[config.mk]
export PLATFORM = sky130hd
export DESIGN_NAME = mii_to_baser_66b_encoder_flat
export DESIGN_NICKNAME = d
export VERILOG_FILES = /design/src/rtl/mii_to_baser_66b_encoder_if.sv /design/src/rtl/mii_to_baser_66b_encoder.sv /design/src/flat_wrapper.sv
export SDC_FILE = /design/constraint.sdc
export NUM_CORES = 1
export LEC_CHECK = 0
export CELL_PAD_IN_SITES_DETAIL_PLACEMENT = 0
export CELL_PAD_IN_SITES_GLOBAL_PLACEMENT = 1
export CORE_MARGIN = 2
export CORE_UTILIZATION = 39
export CTS_CLUSTER_DIAMETER = 80
export CTS_CLUSTER_SIZE = 10
export DETAILED_ROUTE_END_ITERATION = 10
export PLACE_DENSITY = 0.85
export SYNTH_ARGS = -nofsm -noshare
export SYNTH_HDL_FRONTEND = slang
export SYNTH_SLANG_ARGS = --single-unit
export TNS_END_PERCENT = 50
[constraint.sdc]
create_clock -name clk -period 6.2 [get_ports clk]
set_input_delay 0.93 -clock clk [delete_from_list [all_inputs] [get_ports clk]]
set_output_delay 0.93 -clock clk [all_outputs]
set_load 0.02 [all_outputs]
[src/rtl/mii_to_baser_66b_encoder_if.sv]
// MII-side input word and packed 66b output bundle of the 64B/66B TX encoder.
// The producer drives the MII word; the encoder returns four coded blocks,
// a one-cycle valid and its running block-type counters.
interface mii_to_baser_66b_encoder_if #(
    parameter int DATA_WIDTH  = 64,
    parameter int HDR_WIDTH   = 2,
    parameter int FRAME_WIDTH = DATA_WIDTH + HDR_WIDTH,
    parameter int CTRL_WIDTH  = DATA_WIDTH / 8
);
    logic [DATA_WIDTH-1:0]  i_txd;
    logic [CTRL_WIDTH-1:0]  i_txc;
    logic                   i_valid;
    logic [FRAME_WIDTH-1:0] o_tx_coded_0;
    logic [FRAME_WIDTH-1:0] o_tx_coded_1;
    logic [FRAME_WIDTH-1:0] o_tx_coded_2;
    logic [FRAME_WIDTH-1:0] o_tx_coded_3;
    logic                   o_valid;
    logic [31:0]            o_block_count;
    logic [31:0]            o_data_count;
    logic [31:0]            o_ctrl_count;
    logic [31:0]            o_err_block_count;

    modport master (
        output i_txd, i_txc, i_valid,
        input  o_tx_coded_0, o_tx_coded_1, o_tx_coded_2, o_tx_coded_3, o_valid,
        input  o_block_count, o_data_count, o_ctrl_count, o_err_block_count
    );

    modport slave (
        input  i_txd, i_txc, i_valid,
        output o_tx_coded_0, o_tx_coded_1, o_tx_coded_2, o_tx_coded_3, o_valid,
        output o_block_count, o_data_count, o_ctrl_count, o_err_block_count
    );
endinterface

[src/rtl/mii_to_baser_66b_encoder.sv]
// 1.6TMII -> 64B/66B transmit encoder. Each accepted MII word is classified,
// encoded into a 66b block under the INIT/C/D/T/E TX state machine, and the
// blocks are gathered four at a time onto the 4-lane coded output.
module mii_to_baser_66b_encoder #(
    parameter int DATA_WIDTH  = 64,
    parameter int HDR_WIDTH   = 2,
    parameter int FRAME_WIDTH = DATA_WIDTH + HDR_WIDTH,
    parameter int CTRL_WIDTH  = DATA_WIDTH / 8
) (
    input  logic                      clk,
    input  logic                      i_rst_n,
    mii_to_baser_66b_encoder_if.slave bus
);
    typedef enum logic [2:0] {ST_INIT, ST_C, ST_D, ST_T, ST_E} state_t;
    typedef enum logic [2:0] {W_D, W_C, W_S, W_O, W_T, W_E} wclass_t;

    localparam logic [HDR_WIDTH-1:0]   SH_DATA = 2'b10;
    localparam logic [HDR_WIDTH-1:0]   SH_CTRL = 2'b01;
    // Error block: control type with every field set to /E/.
    localparam logic [FRAME_WIDTH-1:0] EBLOCK  = {{8{7'h1E}}, 8'h1E, SH_CTRL};
    // Local-fault ordered set sent while the link has never seen a clean start.
    localparam logic [FRAME_WIDTH-1:0] LBLOCK  = 66'h400012D;

    // 7-bit control code for an idle (07) or error (FE) character.
    function automatic logic [6:0] ctrl7(input logic [7:0] b);
        return (b == 8'hFE) ? 7'h1E : 7'h00;
    endfunction

    // Block type for a terminate in byte lane k.
    function automatic logic [7:0] t_type(input logic [2:0] k);
        case (k)
            3'd0:    return 8'h87;
            3'd1:    return 8'h99;
            3'd2:    return 8'hAA;
            3'd3:    return 8'hB4;
            3'd4:    return 8'hCC;
            3'd5:    return 8'hD2;
            3'd6:    return 8'hE1;
            default: return 8'hFF;
        endcase
    endfunction

    logic [DATA_WIDTH-1:0] txd;
    logic [CTRL_WIDTH-1:0] txc;
    logic [CTRL_WIDTH-1:0] cc;      // byte k is an idle/error control char
    logic [CTRL_WIDTH-1:0] t_hit;   // word is a terminate in lane k
    wclass_t               wclass;
    logic [2:0]            t_k;
    logic [FRAME_WIDTH-1:0] enc_blk;
    logic [FRAME_WIDTH-1:0] blk;
    state_t                state_q, state_d;

    logic [1:0]                       addr;
    logic [2:0][FRAME_WIDTH-1:0]      shadow;
    logic [FRAME_WIDTH-1:0]           coded_0, coded_1, coded_2, coded_3;
    logic                             out_vld;
    logic [31:0]                      block_cnt, data_cnt, ctrl_cnt, err_cnt;

    assign txd = bus.i_txd;
    assign txc = bus.i_txc;

    // Per-lane terminate detection: txc mask, FD in lane k, only 07/FE above it.
    for (genvar k = 0; k < CTRL_WIDTH; k++) begin : g_lane
        localparam logic [CTRL_WIDTH-1:0] TXC_T = {CTRL_WIDTH{1'b1}} << k;
        localparam logic [CTRL_WIDTH-1:0] HI    = {CTRL_WIDTH{1'b1}} << (k + 1);
        assign cc[k]    = (txd[8*k +: 8] == 8'h07) || (txd[8*k +: 8] == 8'hFE);
        assign t_hit[k] = (txc == TXC_T) && (txd[8*k +: 8] == 8'hFD) && ((cc & HI) == HI);
    end

    // Classify the incoming MII word.
    always_comb begin
        wclass = W_E;
        t_k    = 3'd0;
        for (int k = 0; k < CTRL_WIDTH; k++)
            if (t_hit[k]) t_k = 3'(k);
        if (txc == 8'h00)
            wclass = W_D;
        else if (txc == 8'hFF && (&cc))
            wclass = W_C;
        else if (txc == 8'h01 && txd[7:0] == 8'hFB)
            wclass = W_S;
        else if (txc == 8'hF1 && txd[7:0] == 8'h9C && txd[63:32] == 32'h0)
            wclass = W_O;
        else if (|t_hit)
            wclass = W_T;
    end

    // Encode the word as its own class would appear on the wire.
    always_comb begin
        enc_blk = '0;
        case (wclass)
            W_D: enc_blk = {txd, SH_DATA};
            W_C: begin
                enc_blk[9:0] = {8'h1E, SH_CTRL};
                for (int i = 0; i < 8; i++)
                    enc_blk[10 + 7*i +: 7] = ctrl7(txd[8*i +: 8]);
            end
            W_S: enc_blk = {txd[63:8], 8'h78, SH_CTRL};
            W_O: enc_blk = {28'h0, 4'h0, txd[31:8], 8'h4B, SH_CTRL};
            W_T: begin
                enc_blk[9:0] = {t_type(t_k), SH_CTRL};
                // Data bytes sit low, control chars keep their C-block slots
                // (MSB-packed), the gap between them stays zero.
                for (int i = 0; i < 7; i++)
                    if (3'(i) < t_k) enc_blk[10 + 8*i +: 8] = txd[8*i +: 8];
                for (int i = 1; i < 8; i++)
                    if (3'(i) > t_k) enc_blk[10 + 7*i +: 7] = ctrl7(txd[8*i +: 8]);
            end
            default: enc_blk = EBLOCK;
        endcase
    end

    // TX state register, one step per accepted word.
    always_ff @(posedge clk) begin
        if (!i_rst_n) state_q <= ST_INIT;
        else          state_q <= state_d;
    end

    // Next state and the block actually emitted for this word.
    always_comb begin
        state_d = state_q;
        blk     = enc_blk;
        case (state_q)
            ST_INIT: begin
                if (wclass == W_C || wclass == W_O) state_d = ST_C;
                else if (wclass == W_S)             state_d = ST_D;
                else                                blk     = LBLOCK;
            end
            ST_C, ST_T: begin
                if (wclass == W_C || wclass == W_O) state_d = ST_C;
                else if (wclass == W_S)             state_d = ST_D;
                else                                state_d = ST_E;
            end
            ST_D: begin
                if (wclass == W_D)      state_d = ST_D;
                else if (wclass == W_T) state_d = ST_T;
                else                    state_d = ST_E;
            end
            ST_E: begin
                if (wclass == W_D)                       state_d = ST_D;
                else if (wclass == W_T)                  state_d = ST_T;
                else if (wclass == W_C || wclass == W_O) state_d = ST_C;
                else                                     state_d = ST_E;
            end
            default: state_d = ST_INIT;
        endcase
        // Any step that lands in E (including staying there) sends an error block.
        if (state_d == ST_E) blk = EBLOCK;
        if (!bus.i_valid) state_d = state_q;
    end

    // Slot packing, 4-lane output update and per-type counters.
    always_ff @(posedge clk) begin
        if (!i_rst_n) begin
            addr      <= 2'd0;
            shadow    <= '0;
            coded_0   <= '0;
            coded_1   <= '0;
            coded_2   <= '0;
            coded_3   <= '0;
            out_vld   <= 1'b0;
            block_cnt <= 32'd0;
            data_cnt  <= 32'd0;
            ctrl_cnt  <= 32'd0;
            err_cnt   <= 32'd0;
        end else begin
            out_vld <= 1'b0;
            if (bus.i_valid) begin
                addr      <= addr + 2'd1;
                block_cnt <= block_cnt + 32'd1;
                if (blk[1:0] == SH_DATA) data_cnt <= data_cnt + 32'd1;
                else                     ctrl_cnt <= ctrl_cnt + 32'd1;
                if (blk == EBLOCK)       err_cnt  <= err_cnt + 32'd1;
                case (addr)
                    2'd0: shadow[0] <= blk;
                    2'd1: shadow[1] <= blk;
                    2'd2: shadow[2] <= blk;
                    default: begin
                        coded_0 <= shadow[0];
                        coded_1 <= shadow[1];
                        coded_2 <= shadow[2];
                        coded_3 <= blk;
                        out_vld <= 1'b1;
                    end
                endcase
            end
        end
    end

    assign bus.o_tx_coded_0      = coded_0;
    assign bus.o_tx_coded_1      = coded_1;
    assign bus.o_tx_coded_2      = coded_2;
    assign bus.o_tx_coded_3      = coded_3;
    assign bus.o_valid           = out_vld;
    assign bus.o_block_count     = block_cnt;
    assign bus.o_data_count      = data_cnt;
    assign bus.o_ctrl_count      = ctrl_cnt;
    assign bus.o_err_block_count = err_cnt;
endmodule

[src/flat_wrapper.sv]
// flat-port wrapper written by rule: the top's interface ports become plain ports
module mii_to_baser_66b_encoder_flat 
#(
    parameter int DATA_WIDTH  = 64,
    parameter int HDR_WIDTH   = 2,
    parameter int FRAME_WIDTH = DATA_WIDTH + HDR_WIDTH,
    parameter int CTRL_WIDTH  = DATA_WIDTH / 8
)
  (clk, i_rst_n, bus_i_txd, bus_i_txc, bus_i_valid, bus_o_tx_coded_0, bus_o_tx_coded_1, bus_o_tx_coded_2, bus_o_tx_coded_3, bus_o_valid, bus_o_block_count, bus_o_data_count, bus_o_ctrl_count, bus_o_err_block_count);
  mii_to_baser_66b_encoder_if #(.DATA_WIDTH(DATA_WIDTH), .HDR_WIDTH(HDR_WIDTH), .FRAME_WIDTH(FRAME_WIDTH), .CTRL_WIDTH(CTRL_WIDTH)) bus_i ();
  input  logic clk;
  input  logic i_rst_n;
  input wire logic [$bits(bus_i.i_txd)-1:0] bus_i_txd;
  input wire logic [$bits(bus_i.i_txc)-1:0] bus_i_txc;
  input wire logic [$bits(bus_i.i_valid)-1:0] bus_i_valid;
  output wire logic [$bits(bus_i.o_tx_coded_0)-1:0] bus_o_tx_coded_0;
  output wire logic [$bits(bus_i.o_tx_coded_1)-1:0] bus_o_tx_coded_1;
  output wire logic [$bits(bus_i.o_tx_coded_2)-1:0] bus_o_tx_coded_2;
  output wire logic [$bits(bus_i.o_tx_coded_3)-1:0] bus_o_tx_coded_3;
  output wire logic [$bits(bus_i.o_valid)-1:0] bus_o_valid;
  output wire logic [$bits(bus_i.o_block_count)-1:0] bus_o_block_count;
  output wire logic [$bits(bus_i.o_data_count)-1:0] bus_o_data_count;
  output wire logic [$bits(bus_i.o_ctrl_count)-1:0] bus_o_ctrl_count;
  output wire logic [$bits(bus_i.o_err_block_count)-1:0] bus_o_err_block_count;
  assign bus_i.i_txd = bus_i_txd;
  assign bus_i.i_txc = bus_i_txc;
  assign bus_i.i_valid = bus_i_valid;
  assign bus_o_tx_coded_0 = bus_i.o_tx_coded_0;
  assign bus_o_tx_coded_1 = bus_i.o_tx_coded_1;
  assign bus_o_tx_coded_2 = bus_i.o_tx_coded_2;
  assign bus_o_tx_coded_3 = bus_i.o_tx_coded_3;
  assign bus_o_valid = bus_i.o_valid;
  assign bus_o_block_count = bus_i.o_block_count;
  assign bus_o_data_count = bus_i.o_data_count;
  assign bus_o_ctrl_count = bus_i.o_ctrl_count;
  assign bus_o_err_block_count = bus_i.o_err_block_count;
  mii_to_baser_66b_encoder #(.DATA_WIDTH(DATA_WIDTH), .HDR_WIDTH(HDR_WIDTH), .FRAME_WIDTH(FRAME_WIDTH), .CTRL_WIDTH(CTRL_WIDTH)) u_core (.clk(clk), .i_rst_n(i_rst_n), .bus(bus_i));
endmodule
==> summary.md <==
| Metric | Value |
|---|---|
| First-pass GRT wire length | `161 mm` |
| HPWL Detailed | `83.4 mm` |
| Final setup viols | `0` |
| Via count | `26.7k` |
| Setup bufs post-CTS | `0` |
| Dpl cells | `4,704` |
| Initial Util | `39.3%` |
| Post-layout util | `53.5%` |
| Crit path required time | `6730 ps` |
| Net Count, Synth | `3,379` |
| Resize count post-CTS | `0` |
| Syn avg cell area | `7.83 um^2` |
| Max-slew violation count | `0` |
| Pre-Repair DR Iteration Count | `6` |
| Row cnt | `94` |
| # hold bufs at CTS | `0` |
| Period utilisation layout | `91.7%` |
| FF+latch count, synth | `596` |
| Synth warn | `0` |
| Nets | `4,001` |
| DR WL/cell | `23.4 um` |
| Routed WL | `112 mm` |
| Slew HR | `24.4%` |
| Core Box Area | `0.0656 mm^2` |
| Library cells used by synthesis | `89` |
| # Max-Cap Violations | `0` |
| Worst-case reg-to-reg path depth | `13` |
| Hold endpoint | `u_core.bus.o_tx_coded_1[13]` |
| # DRC | `0` |
| Largest net degree at the start of global routing | `155` |
| Post-synth top area share | `46.3%` |
| Clk sink count | `596` |
| Post-synth EDFFs | `0` |
| GRT Total Usage | `31.7%` |
| HP Start | `u_core.shadow[79]` |
| RSZ-0062 raised after global routing | `false` |
| Outcome | `completed` |
| Die height | `261 um` |
| Clock Path Buffers | `3` |
| Critical Path Sink Type | `flip-flop` |
| Setup Skew | `31.4 ps` |
| Final ANT Viol Nets | `0` |
| H-tree Lvls | `3` |
| Crit path max fanout | `15` |
| Remaining global-route overflow | `0` |
| Final Hold Viols | `0` |
| Synthesized instance count | `3,291` |
| Flop2flop setup slack | `2090 ps` |
| Sequential area share after synthesis | `46.3%` |
| # IOs | `468` |
| Area Growth Syn to Fin | `36.2%` |
| Hold path depth | `2` |
| Fraction of registers with async set/reset | `0%` |
| Total power | `8360 uW` |
| Largest cells by area after synthesis | `dfxtp_1 46%, nand2_1 11%, a21oi_1 8.1%` |
| Fmax | `176 MHz` |
| Ys flop type | `dfxtp_1` |
| Leak | `0.0121 uW` |
| # fillers | `6,375` |
| Least-Margin Pin Slew | `1130 ps` |
| Cts bufs inserted | `71` |
| Min-Delay Path Class | `reg -> reg` |
| Startpoint Class | `primary input` |
| Fin crit period | `5690 ps` |
| Power Density | `238 mW/mm^2` |
| Port-buffer cells | `467` |
| RD Place Congestion | `1.03` |
| Initial antenna violation count | `6` |
| Routed vias/inst | `5.57` |
| Die area | `0.0681 mm^2` |
| Worst skew pair latency | `630 ps` |
| Root Driver | `clkbuf_16` |
| Drt initial violations | `2,487` |
| Final cell count without fillers | `4,789` |
| Worst R2R End | `u_core.bus.o_err_block_count[14]` |
| Share of layout cells above drive strength 1 | `11.2%` |
| Most area-hungry cell type in the Yosys netlist | `dfxtp_1` |
| Hold WS | `436 ps` |
| Setup Crit Path Kind | `in -> reg` |
| Peak VDD IR | `213 uV` |
| CTS tree | `built` |
| Cell Area, Synth | `0.0258 mm^2` |
| Worst-path clk slew | `60 ps` |
| Vias in the first global route | `24.4k` |
| Critical Path AT | `6220 ps` |
| Die width | `261 um` |
| Reg-to-Reg Start | `u_core.state_q[1]` |
## worst max path at each step
stage	from	to	slack [ps]	cells past startpoint
after global routing	bus_i_txd[36]	u_core.bus.o_err_block_count[26]	190	17
after floorplan	bus_i_txd[59]	u_core.bus.o_err_block_count[2]	590	18
after CTS	bus_i_txd[36]	u_core.bus.o_err_block_count[29]	670	14
after global placement	bus_i_txd[36]	u_core.bus.o_err_block_count[28]	-40	18
after detailed placement	bus_i_txd[36]	u_core.bus.o_err_block_count[29]	40	14
final	bus_i_txd[7]	u_core.bus.o_err_block_count[14]	510	14
## final cells by class
class	instances	area [um^2]	share of cell area [%]
antenna	2	5.00	0.0143
clock buffer	73	1810	5.15
clock inverter	10	159	0.453
inverter	31	124	0.353
multi-input combinational	2430	12800	36.6
sequential	596	11900	34.0
tap	864	1080	3.08
timing repair buffer	783	7130	20.3
## flip-flops by register name, summed over array words and instances, names as in the netlist, 32 cells and up
signal,flops
u_core.bus.o_tx_coded_0,66
u_core.bus.o_ctrl_count,32
u_core.shadow,198
u_core.bus.o_tx_coded_3,66
u_core.bus.o_data_count,32
u_core.bus.o_err_block_count,32
u_core.bus.o_block_count,32
u_core.bus.o_tx_coded_1,66
u_core.bus.o_tx_coded_2,66
## metal layers
metal	GRT usage (%)	vias to the layer above	routed length (um)	share of wire (%)
met5	0	-	0	0
met4	13.7	0	5050	4.5
met3	5.72	200	7610	6.8
met2	49.2	951	50100	45
met1	43.3	12809	49100	44
li1	-	12695	-	-
## kinds of logic after synthesis
group / Yosys count / share of synthesized area (%)
AOI/OAI and AO/OA: 799 / 19.3
xor gates and xnor gates: 79 / 2.69
adders and majority gates: 13 / 0.631
buffers and inverters: 265 / 3.98
DFF: 596 / 46.3
muxes: 14 / 0.544
and+or+nand+nor: 1525 / 26.5
## power breakdown
part	switching, uW	internal, uW	total (uW)
clock	1620	2090	3710
combinational	480	229	709
sequential	41.8	3900	3950
total	2140	6220	8360
## metrics by stage
| step | cell area [um^2] | setup slack (ps) | TNS [ps] |
|---|---|---|---|
| after detailed placement | 33100 | 41.1 | 0 |
| final | 35100 | 514 | 0 |
| after global routing | 35100 | 185 | 0 |
| after global placement | 33100 | -43.0 | -181 |
| after CTS | 35100 | 670 | 0 |
| after floorplan | 25800 | 587 | 0 |
## placed cells by master (no fill, tap or decap), types with 15 or more instances in the layout
master | netlist | layout
nor3_1 | 38 | 38
buf_4 | 1 | 309
nand4_1 | 51 | 51
nor2_1 | 352 | 352
clkbuf_16 | 0 | 72
xnor2_1 | 26 | 26
o41ai_1 | 15 | 15
or3_1 | 30 | 30
a22oi_1 | 22 | 22
xor2_1 | 53 | 53
dfxtp_1 | 596 | 596
nand2_1 | 756 | 755
o21ai_0 | 55 | 54
inv_1 | 29 | 29
a21oi_1 | 416 | 414
a211oi_1 | 142 | 142
clkdlybuf4s50_1 | 0 | 466
nand2b_1 | 25 | 25
nand3_1 | 71 | 71
and2_1 | 37 | 33
and3_1 | 39 | 39
nor4_1 | 29 | 29
or4_1 | 26 | 26
## synthesized netlist by cell type (25+ instances only)
cell        n
clkbuf_1  211
a211oi_1  142
inv_1      29
a21oi_1   416
nand4_1    51
xnor2_1    26
or3_1      30
or4_1      26
nor4_1     29
nand3_1    71
dfxtp_1   596
nor3_1     38
nand2b_1   25
and2_1     37
o21ai_0    55
nand2_1   756
xor2_1     53
and3_1     39
nor2_1    352
## critical path: stages
cell and delay, ps:
clkdlybuf4s50_1 790, and4_1 320, nand4_1 260, nor2_1 700, and3_1 290, a21oi_1 70, buf_4 170, and4_1 230
or4b_1 610, or4_1 560, or4_1 450, buf_4 200, or4_1 470, a21oi_1 150
Power figures use the tool's default switching activity.
